<file path="config.mk">
export PLATFORM = sky130hd
export DESIGN_NAME = nd_1ton_router
export DESIGN_NICKNAME = d
export VERILOG_FILES = /design/src/rtl/nd_1ton_router.sv
export SDC_FILE = /design/constraint.sdc
export NUM_CORES = 1
export LEC_CHECK = 0
export ABC_AREA = 1
export CAP_MARGIN = 5
export CORE_MARGIN = 4
export CORE_UTILIZATION = 37
export DETAILED_ROUTE_END_ITERATION = 16
export DONT_BUFFER_PORTS = 1
export PLACE_DENSITY = 0.63
export RECOVER_POWER = 50
export SETUP_SLACK_MARGIN = 0.05
export SYNTH_ARGS = -nofsm -noshare
export SYNTH_HDL_FRONTEND = slang
export SYNTH_SLANG_ARGS = --single-unit
</file>
<file path="constraint.sdc">
create_clock -name gch_clk -period 7.56 [get_ports gch_clk]
set_input_delay 1.512 -clock gch_clk [delete_from_list [all_inputs] [get_ports gch_clk]]
set_output_delay 1.512 -clock gch_clk [all_outputs]
set_load 0.02 [all_outputs]
</file>
<file path="src/rtl/nd_1ton_router.sv">
// nd_1ton_router: address-range router to NUM_OUT FIFO-buffered 4-phase outputs; define NS_1TON_BCAST_EN to broadcast dst==all-ones
`ifndef NS_ADDRESS_SIZE
`define NS_ADDRESS_SIZE 8
`endif
`ifndef NS_DATA_SIZE
`define NS_DATA_SIZE 8
`endif
`ifndef NS_REDUN_SIZE
`define NS_REDUN_SIZE 4
`endif
`ifndef NS_REQ_CKS
`define NS_REQ_CKS 2
`endif
`ifndef NS_ACK_CKS
`define NS_ACK_CKS 2
`endif
module nd_1ton_router #(
  parameter int NUM_OUT = 4,
  parameter int FSZ = 4,
  parameter int ASZ = `NS_ADDRESS_SIZE,
  parameter int DSZ = `NS_DATA_SIZE,
  parameter int RSZ = `NS_REDUN_SIZE,
  parameter logic [NUM_OUT*ASZ-1:0] RANGE_LO = '0,
  parameter logic [NUM_OUT*ASZ-1:0] RANGE_HI = '0,
  parameter int DFLT_OUT = 0,
  parameter int REQ_CKS = `NS_REQ_CKS,
  parameter int ACK_CKS = `NS_ACK_CKS
) (
  input  logic                   gch_clk,
  input  logic                   gch_reset,
  output logic                   gch_ready,
  input  logic                   rcv0_req,
  output logic                   rcv0_ack,
  input  logic [ASZ-1:0]         rcv0_src,
  input  logic [ASZ-1:0]         rcv0_dst,
  input  logic [DSZ-1:0]         rcv0_dat,
  input  logic [RSZ-1:0]         rcv0_red,
  output logic [NUM_OUT-1:0]     snd_req,
  input  logic [NUM_OUT-1:0]     snd_ack,
  output logic [NUM_OUT*ASZ-1:0] snd_src,
  output logic [NUM_OUT*ASZ-1:0] snd_dst,
  output logic [NUM_OUT*DSZ-1:0] snd_dat,
  output logic [NUM_OUT*RSZ-1:0] snd_red
);
  localparam int MW = 2*ASZ + DSZ + RSZ;
  localparam int AW = $clog2(FSZ);
  localparam int CW = $clog2(FSZ + 1);
  localparam int TW = $clog2(NUM_OUT);
  typedef enum logic {IDLE, ACKD} in_st_t;
  typedef enum logic [1:0] {EMPTY, REQ, WAIT} out_st_t;
  logic rdy, accept, bcast;
  logic [NUM_OUT:0] raw, db;
  logic [NUM_OUT-1:0] full, mask, push, pop;
  logic [TW-1:0] tgt;
  logic [MW-1:0] msg_in;
  in_st_t ist, ist_n;
  assign raw = {snd_ack, rcv0_req};
  assign msg_in = {rcv0_src, rcv0_dst, rcv0_dat, rcv0_red};
  always_ff @(posedge gch_clk or negedge gch_reset)
    if (!gch_reset) {rdy, gch_ready} <= '0;
    else {rdy, gch_ready} <= {1'b1, rdy};
  // bit 0 debounces rcv0_req, bit i+1 debounces snd_ack[i]; a high is valid after CK straight cycles
  for (genvar g = 0; g <= NUM_OUT; g++) begin : g_db
    localparam logic [31:0] CK = g == 0 ? REQ_CKS : ACK_CKS;
    logic [31:0] c;
    logic d;
    always_ff @(posedge gch_clk or negedge gch_reset)
      if (!gch_reset) begin
        c <= '0;
        d <= 1'b0;
      end else begin
        c <= !raw[g] ? '0 : c == CK ? c : c + 32'd1;
        d <= raw[g] && c >= CK - 32'd1;
      end
    assign db[g] = d;
  end
  // iterate downwards so the lowest matching range wins
  always_comb begin
    tgt = TW'(DFLT_OUT);
    for (int i = NUM_OUT - 1; i >= 0; i--)
      if (rcv0_dst >= RANGE_LO[i*ASZ +: ASZ] && rcv0_dst <= RANGE_HI[i*ASZ +: ASZ]) tgt = TW'(i);
  end
`ifdef NS_1TON_BCAST_EN
  assign bcast = &rcv0_dst;
`else
  assign bcast = 1'b0;
`endif
  assign mask = bcast ? '1 : NUM_OUT'(1) << tgt;
  assign accept = ist == IDLE && gch_ready && db[0] && !(|(mask & full));
  assign push = accept ? mask : '0;
  assign rcv0_ack = ist == ACKD;
  always_comb ist_n = ist == IDLE ? (accept ? ACKD : IDLE) : (db[0] ? ACKD : IDLE);
  always_ff @(posedge gch_clk or negedge gch_reset)
    if (!gch_reset) ist <= IDLE;
    else ist <= ist_n;
  for (genvar g = 0; g < NUM_OUT; g++) begin : g_out
    logic [MW-1:0] mem [FSZ];
    logic [MW-1:0] head;
    logic [AW-1:0] wp, rp;
    logic [CW-1:0] cnt;
    logic load;
    out_st_t st, st_n;
    assign full[g] = cnt == CW'(FSZ);
    assign load = st == EMPTY && cnt != '0 && !db[g+1];
    assign pop[g] = st == REQ && db[g+1];
    assign snd_req[g] = st == REQ;
    always_comb st_n = st == EMPTY ? (load ? REQ : EMPTY) : st == REQ ? (pop[g] ? WAIT : REQ) : (db[g+1] ? WAIT : EMPTY);
    always_ff @(posedge gch_clk)
      if (push[g]) mem[wp] <= msg_in;
    // head stays in the FIFO until the ack pops it, so fields are stable for the whole request
    always_ff @(posedge gch_clk or negedge gch_reset)
      if (!gch_reset) begin
        st <= EMPTY;
        wp <= '0;
        rp <= '0;
        cnt <= '0;
        head <= '0;
      end else begin
        st <= st_n;
        wp <= wp + AW'(push[g]);
        rp <= rp + AW'(pop[g]);
        cnt <= cnt + CW'(push[g]) - CW'(pop[g]);
        if (load) head <= mem[rp];
      end
    assign {snd_src[g*ASZ +: ASZ], snd_dst[g*ASZ +: ASZ], snd_dat[g*DSZ +: DSZ], snd_red[g*RSZ +: RSZ]} = head;
  end
endmodule

</file>
## Word-level counts from Yosys, hierarchy flattened

Memory sizes are Yosys's and may differ from the RTL's. A register that Yosys moved wholly into a read port is not among the register bits.
Cells that the tools add are included.

| word-level totals | value |
|---|---|
| bits in registers | 204 |
| RAM bits | 448 |
| input port bits | 35 |
| output and inout bits | 118 |
| word-level logic and storage cells | 154 |
| memories kept | 4 |

Memory list:

| memory | words | bits a word | read ports | clocked after Yosys merged registers in | write ports | RTL line | RTL |
|---|---|---|---|---|---|---|---|
| g_out[0].mem | 4 | 28 | 1 | 1 | 1 | 97 | `logic [MW-1:0] mem [FSZ];` |
| g_out[1].mem | 4 | 28 | 1 | 1 | 1 | 97 |  |
| g_out[2].mem | 4 | 28 | 1 | 1 | 1 | 97 |  |
| g_out[3].mem | 4 | 28 | 1 | 1 | 1 | 97 |  |

| cells by class | value |
|---|---|
| add/sub/neg operators | 21 |
| $lt $le $gt $ge | 5 |
| equal/unequal tests | 15 |
| multiplexer cells | 42 |
| bitwise operators | 1 |
| reductions and logical operators | 37 |

Operator list:

| kind | number |
|---|---|
| $mux 32 | 10 |
| $add 32x1->32 const B | 5 |
| $eq 32x2->1 const B | 5 |
| $ge 32x1->1 const B | 5 |
| $mux 2 | 16 |
| $logic_and 1x1->1 | 20 |
| $mux 1 | 16 |
| $reduce_bool 3->1 | 4 |
| $sub 3x1->3 | 4 |
| $add 2x1->2 | 5 |
| $ne 2x2->1 const B | 5 |
| $add 3x1->3 const B | 3 |
| $logic_not 1->1 | 9 |
| $eq 2x1->1 const B | 4 |
| $logic_not 2->1 | 4 |
| $add 2x1->2 const B | 3 |
| $add 3x1->3 | 1 |
| $eq 3x3->1 const B | 1 |
| $not 1->1 | 1 |

## Depth between registers and ports, before layout

| depth | value |
|---|---|
| word-level depth | 7 |
| depth in mapped cells | 9 |
| mapped depth without buffers | 9 |

## Worst setup path before layout

Ideal clock, no wire load.

| timing path | value |
|---|---|
| path kind | reg2reg |
| start point | register ist (netlist: rcv0_ack) |
| end point | memory g_out[0].mem[0][0] in the netlist's numbering (enable) |
| setup time | 0.413 ns |
| data arrival time | 2.278 ns |
| required time | 7.147 ns |
| slack | 4.869 ns |
| cell stages (with the launch flop) | 5 |
| buffers on the path | 0 |
| period minus slack after synthesis | 2.691 ns |
| cell sequence | dfrtp_1 -> nand3b_1 -> o21bai_1 -> or2_2 -> nor2_1 |

| between the ends | value |
|---|---|
| word-level cells in the longest chain between the ends | 7 |

Ends and longest elaborated chain:

| item | RTL line | RTL |
|---|---|---|
| start: declaration | 56 | `in_st_t ist, ist_n;` |
| start signal: assignment | 95 | `else ist <= ist_n;` |
| $not 1->1 | -- |  |
| $logic_and 1x1->1 (3 in series) | 89 | `assign accept = ist == IDLE && gch_ready && db[0] && !(\|(mask & full));` |
| $mux 1 | 90 | `assign push = accept ? mask : '0;` |
| $mux 1 | 109 | `if (push[g]) mem[wp] <= msg_in;` |
| $mux 1 (implied by the code) | 109 |  |
| end: declaration | 97 |  |

Every way passes these cells.

## Worst setup path after layout

| timing path | value |
|---|---|
| start point | register g_db[1].d |
| end point | register g_out[0].cnt[2] |

| between the ends | value |
|---|---|
| word-level cells in the longest chain between the ends | 2 |

Ends and longest elaborated chain:

| item | RTL line | RTL |
|---|---|---|
| start: declaration | 66 | `logic d;` |
| start signal: assignment | 73 | `d <= raw[g] && c >= CK - 32'd1;` |
| $logic_and 1x1->1 | 105 | `assign pop[g] = st == REQ && db[g+1];` |
| $sub 3x1->3 | 122 | `cnt <= cnt + CW'(push[g]) - CW'(pop[g]);` |
| end signal: assignment | 122 |  |
| end: declaration | 100 | `logic [CW-1:0] cnt;` |

Every way passes these cells.
A chain may end at the register's enable or synchronous reset.

==> impl_summary.log <==
[metrics] antenna violations before repair: 0
[metrics] post-route fraction of the period consumed by the critical path: 41.4%
[metrics] Overall Global Routing Usage: between 15 and 20%
[metrics] number of max-slew violations in the final report: 32
[metrics] core region area: around 48,000 um2
[metrics] CTS buffer count: 39
[metrics] routing usage on met1: between 20% and 30%
[metrics] type of element capturing the critical path: register
[metrics] net switching fraction of the power: 32.5%
[metrics] met2 Resource Use GR: about a quarter
[metrics] crit start category: register
[metrics] clock latency at the later pin of the worst-skew pair: between 500 and 600 ps
[metrics] maximum level of the CTS H-tree: 2
[metrics] transition at the pin with the smallest max-transition slack: approximately 1700 ps
[metrics] number of global-route vias before repair: 13,400
[metrics] CP top delay family: buffers and inverters
[metrics] post-layout worst setup margin: 4430 ps
[metrics] final number of hold-violating endpoints: 0
[metrics] ys async rst share: 66.3%
[metrics] final setup violation count: 0
[metrics] die outline area: 52,300 um2
[metrics] Clk pwr share: 37.5%
[metrics] quantity of gates resized following cts: 0
[metrics] f_max: between 300 and 400 MHz
[metrics] longest individual stage delay on the worst path: between 1000 and 1500 ps
[metrics] first-pass GRT wire length: ~70,000 um
[metrics] die height: 229 um
[metrics] Antenna diodes: 0
[metrics] fraction of final layout cells sized beyond drive strength 1: approximately 5.5%
[metrics] Sink Count: 332
[metrics] I/O pins: ~150
[metrics] largest net degree at the start of global routing: between 200 and 250
[metrics] placer congestion estimate: ~0.91
[metrics] CTS tree: yes
[metrics] global routing's busiest layer: met2
[metrics] commonest non-fill, non-tap cell in the layout: sky130_fd_sc_hd__nand2_1
[metrics] sequential share of power: 45.8%
[metrics] flip-flop and latch count after synthesis: 332
[metrics] total net switching power: 1.72 mW
[metrics] total wire length: between 40,000 and 50,000 um
[metrics] VDD IR-drop max: 147 uV
[metrics] number of cells produced by synthesis: around 2,400
[metrics] critical-path maximum fanout: 31
[metrics] min cycle time layout: 3130 ps
[metrics] share of the synthesized area in the top cell type: 30.5%
[metrics] Crit path buffers/inverters: 3
[metrics] EDFF count, synth: 112
[metrics] Routed WL per cell: between 10 and 15 um
[metrics] leak pwr: roughly 8.4 nW
[metrics] Cell Area, Synth: 18,000 um2
[metrics] leading cell types by total area after synthesis: sky130_fd_sc_hd__dfrtp_1 (31%), sky130_fd_sc_hd__edfxtp_1 (19%), sky130_fd_sc_hd__nand2_1 (14%)
[metrics] Yosys cell types: 34
[metrics] root cell of the clock tree: sky130_fd_sc_hd__clkbuf_16
[metrics] power per standard cell area: 269 nW/um2
[metrics] RSZ-0062 raised after global routing: no
[metrics] filler-free cell count of the finished design: between 3,000 and 4,000
[metrics] global-route track usage on met3: 4.65%
[metrics] top cell type by total area after synthesis: sky130_fd_sc_hd__dfrtp_1
[metrics] global route overflow: 0
[metrics] most frequent cells in the layout: sky130_fd_sc_hd__nand2_1 (659), sky130_fd_sc_hd__nor2_1 (550), sky130_fd_sc_hd__dfrtp_1 (218), sky130_fd_sc_hd__inv_1 (213), sky130_fd_sc_hd__o21ai_0 (140)
[metrics] type of the worst setup path: register to register
[metrics] Hold Path Class: register to register
[metrics] result of the run: finished, violations left
[metrics] cell internal pwr: roughly 3.6 mW
[metrics] total power: about 5.3 mW
[metrics] main flop type after synthesis: sky130_fd_sc_hd__dfrtp_1
[metrics] number of hold buffers added after CTS: 0
[metrics] sequential area share after synthesis: between 40 and 50%
[metrics] number of vias in the routed layout: roughly 14,000
[metrics] number of cells after detailed placement: around 2,900
[metrics] number of DRC violations after detailed routing: 0
[metrics] number of nets with antenna violations after routing: 0
[metrics] Sum Neg Setup Slack: 0 ps
[metrics] max-cap violations: 1
[metrics] number of optimization iterations in the first detailed-route pass: 6
[metrics] violation count after the first detailed-route iteration: between 1,000 and 1,500
[metrics] clk slew on worst S/H paths: 60 ps
[metrics] horizontal die dimension: 229 um
[metrics] area added between synthesis and finish: 9.09%
[metrics] Worst Path Arrival: 3580 ps
[metrics] via density per instance: roughly 4.7
[metrics] Final nets: around 2,400
[metrics] Buffers on Ports: 0
[metrics] average instance area after synthesis: roughly 7.6 um2
[metrics] required time at the endpoint of the critical path: around 8000 ps
[metrics] count of synthesis-stage warnings from yosys: 0
[metrics] worst rel slew slack: -14.4%
[metrics] worst slack after detailed placement: 5080 ps
[metrics] initial standard-cell utilization of the core: about 38%
[metrics] failing checks: capacitance limit, slew limit
[metrics] HPWL after DPL: ~30,000 um
[metrics] setup bufs post-CTS: 0
[metrics] worst clock skew on the final layout: 19.9 ps
[metrics] cell type of the slowest stage on the worst timing path: sky130_fd_sc_hd__clkbuf_1
[metrics] Combinational Power Share: between 10% and 20%
[metrics] maximum clock path buffer count: 3
[metrics] total number of placement rows: 80
[metrics] Cell Chain, Critical Path: clkbuf_1 > inv_1 > nor2_1 > ha_1 > inv_1 > ha_1 > fa_1 > xor2_1
## through the flow
stage	util (%)	instance area, um2	hold WS, ps
floorplan	-	18300	331
finish	41.0	19700	364
global route	41.0	19700	372
detailed placement	38.2	18300	359
CTS	41.0	19700	372
global placement	38.2	18300	335
## power by group through the flow
stage	registers, mW	clock network (mW)	logic, mW
after floorplan	2.30	0	0.826
after global placement	2.47	0	0.881
after detailed placement	2.47	0	0.889
after CTS	2.44	2.06	0.894
after global routing	2.46	2.14	1.02
final	2.43	1.99	0.880
## cells in the mapped netlist, types with 2 or more instances
cell	instances
sky130_fd_sc_hd__nor2_1	553
sky130_fd_sc_hd__o21ai_0	140
sky130_fd_sc_hd__buf_6	2
sky130_fd_sc_hd__xnor2_1	27
sky130_fd_sc_hd__buf_2	10
sky130_fd_sc_hd__ha_1	30
sky130_fd_sc_hd__nor2_2	27
sky130_fd_sc_hd__xor2_1	12
sky130_fd_sc_hd__edfxtp_1	112
sky130_fd_sc_hd__clkbuf_1	26
sky130_fd_sc_hd__nand2_2	15
sky130_fd_sc_hd__nor2_4	13
sky130_fd_sc_hd__inv_2	4
sky130_fd_sc_hd__inv_1	214
sky130_fd_sc_hd__conb_1	2
sky130_fd_sc_hd__nand3_1	104
sky130_fd_sc_hd__nand3b_1	7
sky130_fd_sc_hd__buf_4	88
sky130_fd_sc_hd__nand2_1	659
sky130_fd_sc_hd__dfrtp_1	220
sky130_fd_sc_hd__nor4_1	3
sky130_fd_sc_hd__o21ai_1	10
sky130_fd_sc_hd__a21oi_1	47
sky130_fd_sc_hd__nor3_1	26
## logic make-up after synthesis
group	Yosys count	share of synthesized area, %
AO/OA/AOI/OAI	199	5.63
XOR/XNOR	39	1.90
adder cells (fa/ha/maj)	31	2.19
buffers and inverters	345	9.18
flip-flops	332	49.2
other	2	0.0417
AND/OR/NAND/NOR	1413	31.9
## worst paths after layout
path	slack, ps	from	cells past startpoint	endpoint
worst max-delay path	4430	g_db[1].d	8	g_out[0].cnt[2]
worst min-delay path	360	rdy	0	gch_ready
worst max register to register	4430	g_db[1].d	8	g_out[0].cnt[2]
worst min register to register	360	rdy	0	gch_ready
max in group asynchronous	6410	gch_reset	0	g_out[0].rp[0]
min in group asynchronous	670	gch_reset	0	g_db[1].c[4]
## flip-flops by register name, indices dropped and copies added, names as in the netlist
signal and count:
g_out.head 28, gch_ready 1, g_out.st 8, g_db.c 160, g_out.wp 2, g_db.d 5, rcv0_ack 1, rdy 1
g_out.cnt 12, g_out.rp 2, g_out.mem 112
## routing by layer
layer	vias to the layer above	part of all wire (%)	wire (um)
met1	6534	44	18700
met4	0	2.2	949
met2	352	46	19600
li1	7228	-	-
met3	56	7.6	3240
met5	-	0	0
## layout make-up
cell class	count	area (um2)
clock inverter	28	332
fill	4745	28300
multi-input combinational	1767	7840
sequential	332	8870
tap	615	769
clock buffer	44	1030
timing repair buffer	2	11.3
inverter	218	818
(Power assumes the default switching activity.)
